$ cat src/rtl/cap_sense_sweep_ctrl_if.sv
// Pad-array sweep bus: run control and raw pad inputs in, drive pin and
// published readings out. The sweep controller sits on the slave side.
interface cap_sense_sweep_ctrl_if #(
    parameter int NUM_CH = 9
);
    logic                   enable;
    logic [NUM_CH-1:0]      sense_in;
    logic                   sense_drive;
    logic [32*NUM_CH-1:0]   readings;
    logic [NUM_CH-1:0]      timeout_flags;
    logic                   sample_valid;
    logic                   busy;

    modport master (
        output enable, sense_in,
        input  sense_drive, readings, timeout_flags, sample_valid, busy
    );

    modport slave (
        input  enable, sense_in,
        output sense_drive, readings, timeout_flags, sample_valid, busy
    );
endinterface

$ cat src/rtl/cap_sense_sweep_ctrl.sv
// Capacitive pad sweep sequencer: discharge, charge, time every pad's rise,
// and publish per-pad rise times averaged over 2^AVG_LOG2 sweeps.
//
// state     | meaning
// IDLE      | drive low, waiting for enable
// DISCHARGE | drive low for DISCHARGE_CYCLES clocks
// CHARGE    | drive high, latch each pad's rise index k
// PUBLISH   | accumulate; on last sweep of window update readings
module cap_sense_sweep_ctrl #(
    parameter int NUM_CH           = 9,
    parameter int DISCHARGE_CYCLES = 1000,
    parameter int TIMEOUT_CYCLES   = 50000,
    parameter int AVG_LOG2         = 2
) (
    input logic                  clock,
    input logic                  reset,
    cap_sense_sweep_ctrl_if.slave bus
);
    localparam int AW = 32 + AVG_LOG2;
    localparam int SW = AVG_LOG2 + 1;
    localparam logic [SW-1:0] SWEEP_LAST = SW'((1 << AVG_LOG2) - 1);
    localparam logic [31:0]   DIS_LOAD   = 32'(DISCHARGE_CYCLES - 1);
    localparam logic [31:0]   K_LAST     = 32'(TIMEOUT_CYCLES - 1);
    localparam logic [31:0]   K_SAT      = 32'(TIMEOUT_CYCLES);

    typedef enum logic [1:0] {IDLE, DISCHARGE, CHARGE, PUBLISH} state_t;

    state_t                 state;
    logic [31:0]            timer;
    logic [31:0]            kcnt;
    logic [SW-1:0]          sweep_cnt;
    logic [NUM_CH-1:0]      sync_a, sync_b;
    logic [NUM_CH-1:0]      latched, win_flags;
    logic [31:0]            count   [NUM_CH];
    logic [AW-1:0]          acc     [NUM_CH];
    logic [AW-1:0]          acc_sum [NUM_CH];
    logic                   drive, valid;
    logic [32*NUM_CH-1:0]   readings;
    logic [NUM_CH-1:0]      flags;
    logic                   all_done, last_k;

    always_comb begin
        for (int i = 0; i < NUM_CH; i++)
            acc_sum[i] = acc[i] + AW'(count[i]);
    end

    // A pad counts as done this cycle if already latched or its sync is high now
    assign all_done = &(latched | sync_b);
    assign last_k   = (kcnt == K_LAST);

    always_ff @(posedge clock) begin
        if (reset) begin
            state     <= IDLE;
            timer     <= '0;
            kcnt      <= '0;
            sweep_cnt <= '0;
            sync_a    <= '0;
            sync_b    <= '0;
            latched   <= '0;
            win_flags <= '0;
            drive     <= 1'b0;
            valid     <= 1'b0;
            readings  <= '0;
            flags     <= '0;
            for (int i = 0; i < NUM_CH; i++) begin
                count[i] <= '0;
                acc[i]   <= '0;
            end
        end else begin
            sync_a <= bus.sense_in;
            sync_b <= sync_a;
            valid  <= 1'b0;
            case (state)
                IDLE: begin
                    if (bus.enable) begin
                        state <= DISCHARGE;
                        timer <= DIS_LOAD;
                    end
                end
                DISCHARGE: begin
                    if (timer == '0) begin
                        state   <= CHARGE;
                        drive   <= 1'b1;
                        kcnt    <= '0;
                        latched <= '0;
                    end else begin
                        timer <= timer - 32'd1;
                    end
                end
                CHARGE: begin
                    for (int i = 0; i < NUM_CH; i++) begin
                        if (sync_b[i] && !latched[i]) begin
                            count[i]   <= kcnt;
                            latched[i] <= 1'b1;
                        end else if (last_k && !latched[i]) begin
                            count[i]     <= K_SAT;
                            win_flags[i] <= 1'b1;
                        end
                    end
                    kcnt <= kcnt + 32'd1;
                    if (all_done || last_k) begin
                        state <= PUBLISH;
                        drive <= 1'b0;
                    end
                end
                PUBLISH: begin
                    if (sweep_cnt == SWEEP_LAST) begin
                        for (int i = 0; i < NUM_CH; i++) begin
                            readings[32*i +: 32] <= 32'(acc_sum[i] >> AVG_LOG2);
                            acc[i]               <= '0;
                        end
                        flags     <= win_flags;
                        valid     <= 1'b1;
                        win_flags <= '0;
                        sweep_cnt <= '0;
                    end else begin
                        for (int i = 0; i < NUM_CH; i++)
                            acc[i] <= acc_sum[i];
                        sweep_cnt <= sweep_cnt + SW'(1);
                    end
                    if (bus.enable) begin
                        state <= DISCHARGE;
                        timer <= DIS_LOAD;
                    end else begin
                        state <= IDLE;
                    end
                end
                default: state <= IDLE;
            endcase
        end
    end

    assign bus.sense_drive   = drive;
    assign bus.readings      = readings;
    assign bus.timeout_flags = flags;
    assign bus.sample_valid  = valid;
    assign bus.busy          = (state != IDLE);
endmodule

$ cat src/flat_wrapper.sv
// flat-port wrapper written by rule: the top's interface ports become plain ports
module cap_sense_sweep_ctrl_flat 
#(
    parameter int NUM_CH           = 9,
    parameter int DISCHARGE_CYCLES = 1000,
    parameter int TIMEOUT_CYCLES   = 50000,
    parameter int AVG_LOG2         = 2
)
  (clock, reset, bus_enable, bus_sense_in, bus_sense_drive, bus_readings, bus_timeout_flags, bus_sample_valid, bus_busy);
  cap_sense_sweep_ctrl_if #(.NUM_CH(NUM_CH)) bus_i ();
  input logic clock;
  input logic reset;
  input wire logic [$bits(bus_i.enable)-1:0] bus_enable;
  input wire logic [$bits(bus_i.sense_in)-1:0] bus_sense_in;
  output wire logic [$bits(bus_i.sense_drive)-1:0] bus_sense_drive;
  output wire logic [$bits(bus_i.readings)-1:0] bus_readings;
  output wire logic [$bits(bus_i.timeout_flags)-1:0] bus_timeout_flags;
  output wire logic [$bits(bus_i.sample_valid)-1:0] bus_sample_valid;
  output wire logic [$bits(bus_i.busy)-1:0] bus_busy;
  assign bus_i.enable = bus_enable;
  assign bus_i.sense_in = bus_sense_in;
  assign bus_sense_drive = bus_i.sense_drive;
  assign bus_readings = bus_i.readings;
  assign bus_timeout_flags = bus_i.timeout_flags;
  assign bus_sample_valid = bus_i.sample_valid;
  assign bus_busy = bus_i.busy;
  cap_sense_sweep_ctrl #(.NUM_CH(NUM_CH), .DISCHARGE_CYCLES(DISCHARGE_CYCLES), .TIMEOUT_CYCLES(TIMEOUT_CYCLES), .AVG_LOG2(AVG_LOG2)) u_core (.clock(clock), .reset(reset), .bus(bus_i));
endmodule
$ cat config.mk
export PLATFORM = sky130hd
export DESIGN_NAME = cap_sense_sweep_ctrl_flat
export DESIGN_NICKNAME = d
export VERILOG_FILES = /design/src/rtl/cap_sense_sweep_ctrl_if.sv /design/src/rtl/cap_sense_sweep_ctrl.sv /design/src/flat_wrapper.sv
export SDC_FILE = /design/constraint.sdc
export NUM_CORES = 2
export LEC_CHECK = 0
export CORE_MARGIN = 2
export CORE_UTILIZATION = 30
export DETAILED_ROUTE_END_ITERATION = 7
export PLACE_DENSITY = 0.56
export SETUP_SLACK_MARGIN = 0.1
export SLEW_MARGIN = 20
export SYNTH_ARGS = -nofsm -noshare
export SYNTH_HDL_FRONTEND = slang
export SYNTH_SLANG_ARGS = --single-unit
$ cat constraint.sdc
create_clock -name clock -period 10.24 [get_ports clock]
set_input_delay 2.048 -clock clock [delete_from_list [all_inputs] [get_ports clock]]
set_output_delay 2.048 -clock clock [all_outputs]
set_load 0.01 [all_outputs]
==> results.yml <==
status:
  status: "complete, no violations"
setup_path:
  reg2reg_depth: 10
  r2r_end: "u_core.count[3][16]"
  cp_max_fo: 108
  crit_type: "in -> reg"
  crit_arrival_ns: 5.18
  worstReg2RegStart: "u_core.kcnt[29]"
  endpoint_kind: "flip-flop"
  required_ns: 10.82
  start_kind: "primary input"
  r2r_slack_ns: 5.92
cts:
  clock-sinks: 998
  numCtsBuffers: 107
  clock_latency_ns: 0.74
  cts_tree: "built"
  clk_path_buf_depth: 3
  postCtsSetupBuffers: 0
  ctsHoldBuffers: 0
  cts.clk_slew.worst_paths_ns: 0.06
  root_buffer: "clkbuf_16"
  cts_repair_resize_count: 0
  htree_levels: 3
floorplan:
  die_h_um: 415.6
  core-area_um2: 168900
  design.die.area_um2: 172700
  io_pins: 312
  rows: 151
  start_util_pct: 30.09
  die-width_um: 415.6
hold_path:
  hold-path-endpoint: "u_core.sync_b[6]"
  min_path_type: "reg -> reg"
  hold_depth: 1
  hp-start: "u_core.sync_a[6]"
grt:
  gr-total-overflow: 0
  grt_pass1_wl_um: 238300
  track_usage_pct: 18.08
  grt_antenna_before_repair: 17
  grt_max_degree: 140
  first_global_vias: 37580
cells_and_area:
  post-route-cell-area_um2: 60070
  fin_nets: 5666
  drive_above_1_share_pct: 5.438
  fillers: 17040
  areaGrowthSynthToFinish_pct: 18.21
synth:
  seq_area_frac_synth_pct: 50.39
  synthTopCellsByCount: "578 x nor2_1, 562 x edfxtp_1, 481 x a21oi_1"
  ys_async_sr_fraction_pct: 0
  ys_ff_latch: 998
  syn_nets: 5453
  avgSynthCellArea_um2: 9.894
  synth-edff-count: 562
  synth_top_area_share_pct: 33.21
  synth_cells: 5136
  synth_most_common_cell: "nor2_1"
  yosys_warnings: 0
  synth_ff_type: "edfxtp_1"
  synthDistinctLibCells: 92
  yosys.area.top_type: "edfxtp_1"
  synthTopCellsByArea: "edfxtp_1 33%, dfxtp_1 17%, ha_1 7.3%"
  syn_area_um2: 50810
placement:
  portBuffers: 311
  dp_hpwl_um: 110000
  place_area_um2: 56250
  finalWeightedCongestion: 0.8829
timing:
  rsz0062_at_grt: "no"
  whs_ns: 0.4441
  tightest_slew_ns: 1.144
  max_freq_ghz: 0.2172
  slew_violations: 0
  fin_skew_ns: 0.03245
  period_minus_slack_ns: 4.605
  setup_tns_ns: 0
  timing_hold_violations_final: 0
  setup_violations: 0
  max-slew-margin-rel_pct: 23.60
  finalCritPeriodShare_pct: 44.97
pwr:
  ir_worst_vdd_v: 0.0001263
  pwr_density_cell_nw_per_um2: 175.8
  p_sw_mw: 3.025
  power_frac_comb_pct: 16.9
  total_power_mw: 10.56
  swShare_pct: 28.65
  clkPwrFrac_pct: 39.3
  p_leak_nw: 23.12
  internal_power_mw: 7.533
  seq_power_share_pct: 43.8
routing:
  via_count: 38960
  via_per_inst: 5.078
  drtAntennaViolNets: 0
  wl_per_cell_um: 21.02
  drt_iter0_drc: 3071
  drc: 0
  totalWireLength_um: 161300
  drtPass1Iterations: 6
flow_run:
  drv_cap: 0
-- registers in the layout, indices dropped and copies added (netlist names) --
register,cells
u_core.acc,306
u_core.bus.sample_valid,1
u_core.bus.sense_drive,1
u_core.sync_b,9
u_core.kcnt,32
u_core.sync_a,9
u_core.state,2
u_core.timer,32
u_core.win_flags,9
u_core.count,288
u_core.bus.readings,288
u_core.latched,9
u_core.sweep_cnt,3
u_core.bus.timeout_flags,9
-- critical path: stages --
cell and delay [ns]:
buf_8 0.22, inv_4 0.62, nand2_1 0.24, a21oi_4 0.78, buf_4 0.90, and2_1 0.24
-- power groups by stage --
stage	logic [mW]	registers, mW	clock network [mW]
after floorplan	1.31	4.67	0
after global placement	1.76	4.70	0
after detailed placement	1.77	4.70	0
after CTS	1.79	4.62	4.23
after global routing	1.97	4.64	4.37
final	1.79	4.62	4.15
-- layer usage --
metal,GRT usage [%],routed length (um)
met1,22.85,68280
met2,30.14,76700
met4,8.438,7187
met5,0,13
met3,2.937,9130
-- stage by stage --
stage | util, % | worst slack (ns) | std cells
5_1_grt | 35.55 | 5.350 | 7661
3_3_place_gp | 33.30 | 4.891 | 7456
4_1_cts | 35.52 | 5.617 | 7659
6_report | 35.56 | 5.635 | 7673
3_5_place_dp | 33.30 | 4.840 | 7456
2_1_floorplan | - | 3.125 | 5136
-- worst max path at each step --
stage	endpoint	start	slack (ns)
6_report	u_core.count[3][16]	reset	5.64
5_1_grt	u_core.count[4][4]	reset	5.35
4_1_cts	u_core.timer[13]	reset	5.62
3_5_place_dp	u_core.timer[13]	reset	4.84
3_3_place_gp	u_core.timer[13]	reset	4.89
2_1_floorplan	u_core.acc[0][0]	reset	3.13
-- kinds of logic (layout without fill, tap and decap cells) --
| logic type | Yosys count | count (layout) | share of synthesized area [%] |
|---|---|---|---|
| DFF | 998 | 998 | 50.39 |
| and+or+nand+nor | 1895 | 1895 | 18.10 |
| buffers and inverters | 349 | 656 | 2.605 |
| other | 0 | 12 | 0 |
| muxes | 8 | 8 | 0.1576 |
| AOI/OAI and AO/OA | 1266 | 1266 | 15.67 |
| xor gates and xnor gates | 315 | 315 | 5.429 |
| adders and majority gates | 305 | 305 | 7.643 |
-- area by class of cell --
cell class	instances	area, um^2	area share [%]
Sequential cell	998	25610	42.63
Multi-Input combinational cell	3789	24000	39.96
Timing Repair Buffer	365	3581	5.961
Clock buffer	144	3055	5.087
Tap cell	2218	2775	4.620
Clock inverter	59	683.2	1.137
Inverter	88	332.8	0.5541
Antenna cell	12	30.03	0.04999
-- placed cells by master (no fill, tap or decap), types with 50 or more instances in the layout --
cell type        netlist  layout
a21o_1               151     151
dfxtp_1              436     433
xor2_1               133     133
a21oi_1              481     480
buf_4                  2      50
inv_1                 87      86
and2_1               393     393
a211oi_1              74      74
nand4_1               55      55
clkdlybuf4s50_1        0     310
nand2_1              479     476
nor3_1                66      65
edfxtp_1             562     562
clkbuf_16              0     114
a31oi_1               51      51
o21ai_0              209     209
ha_1                 296     296
nand3_1               95      95
xnor2_1              182     182
nor2_1               578     575
o21bai_1              55      55
Power figures use the tool's default switching activity.
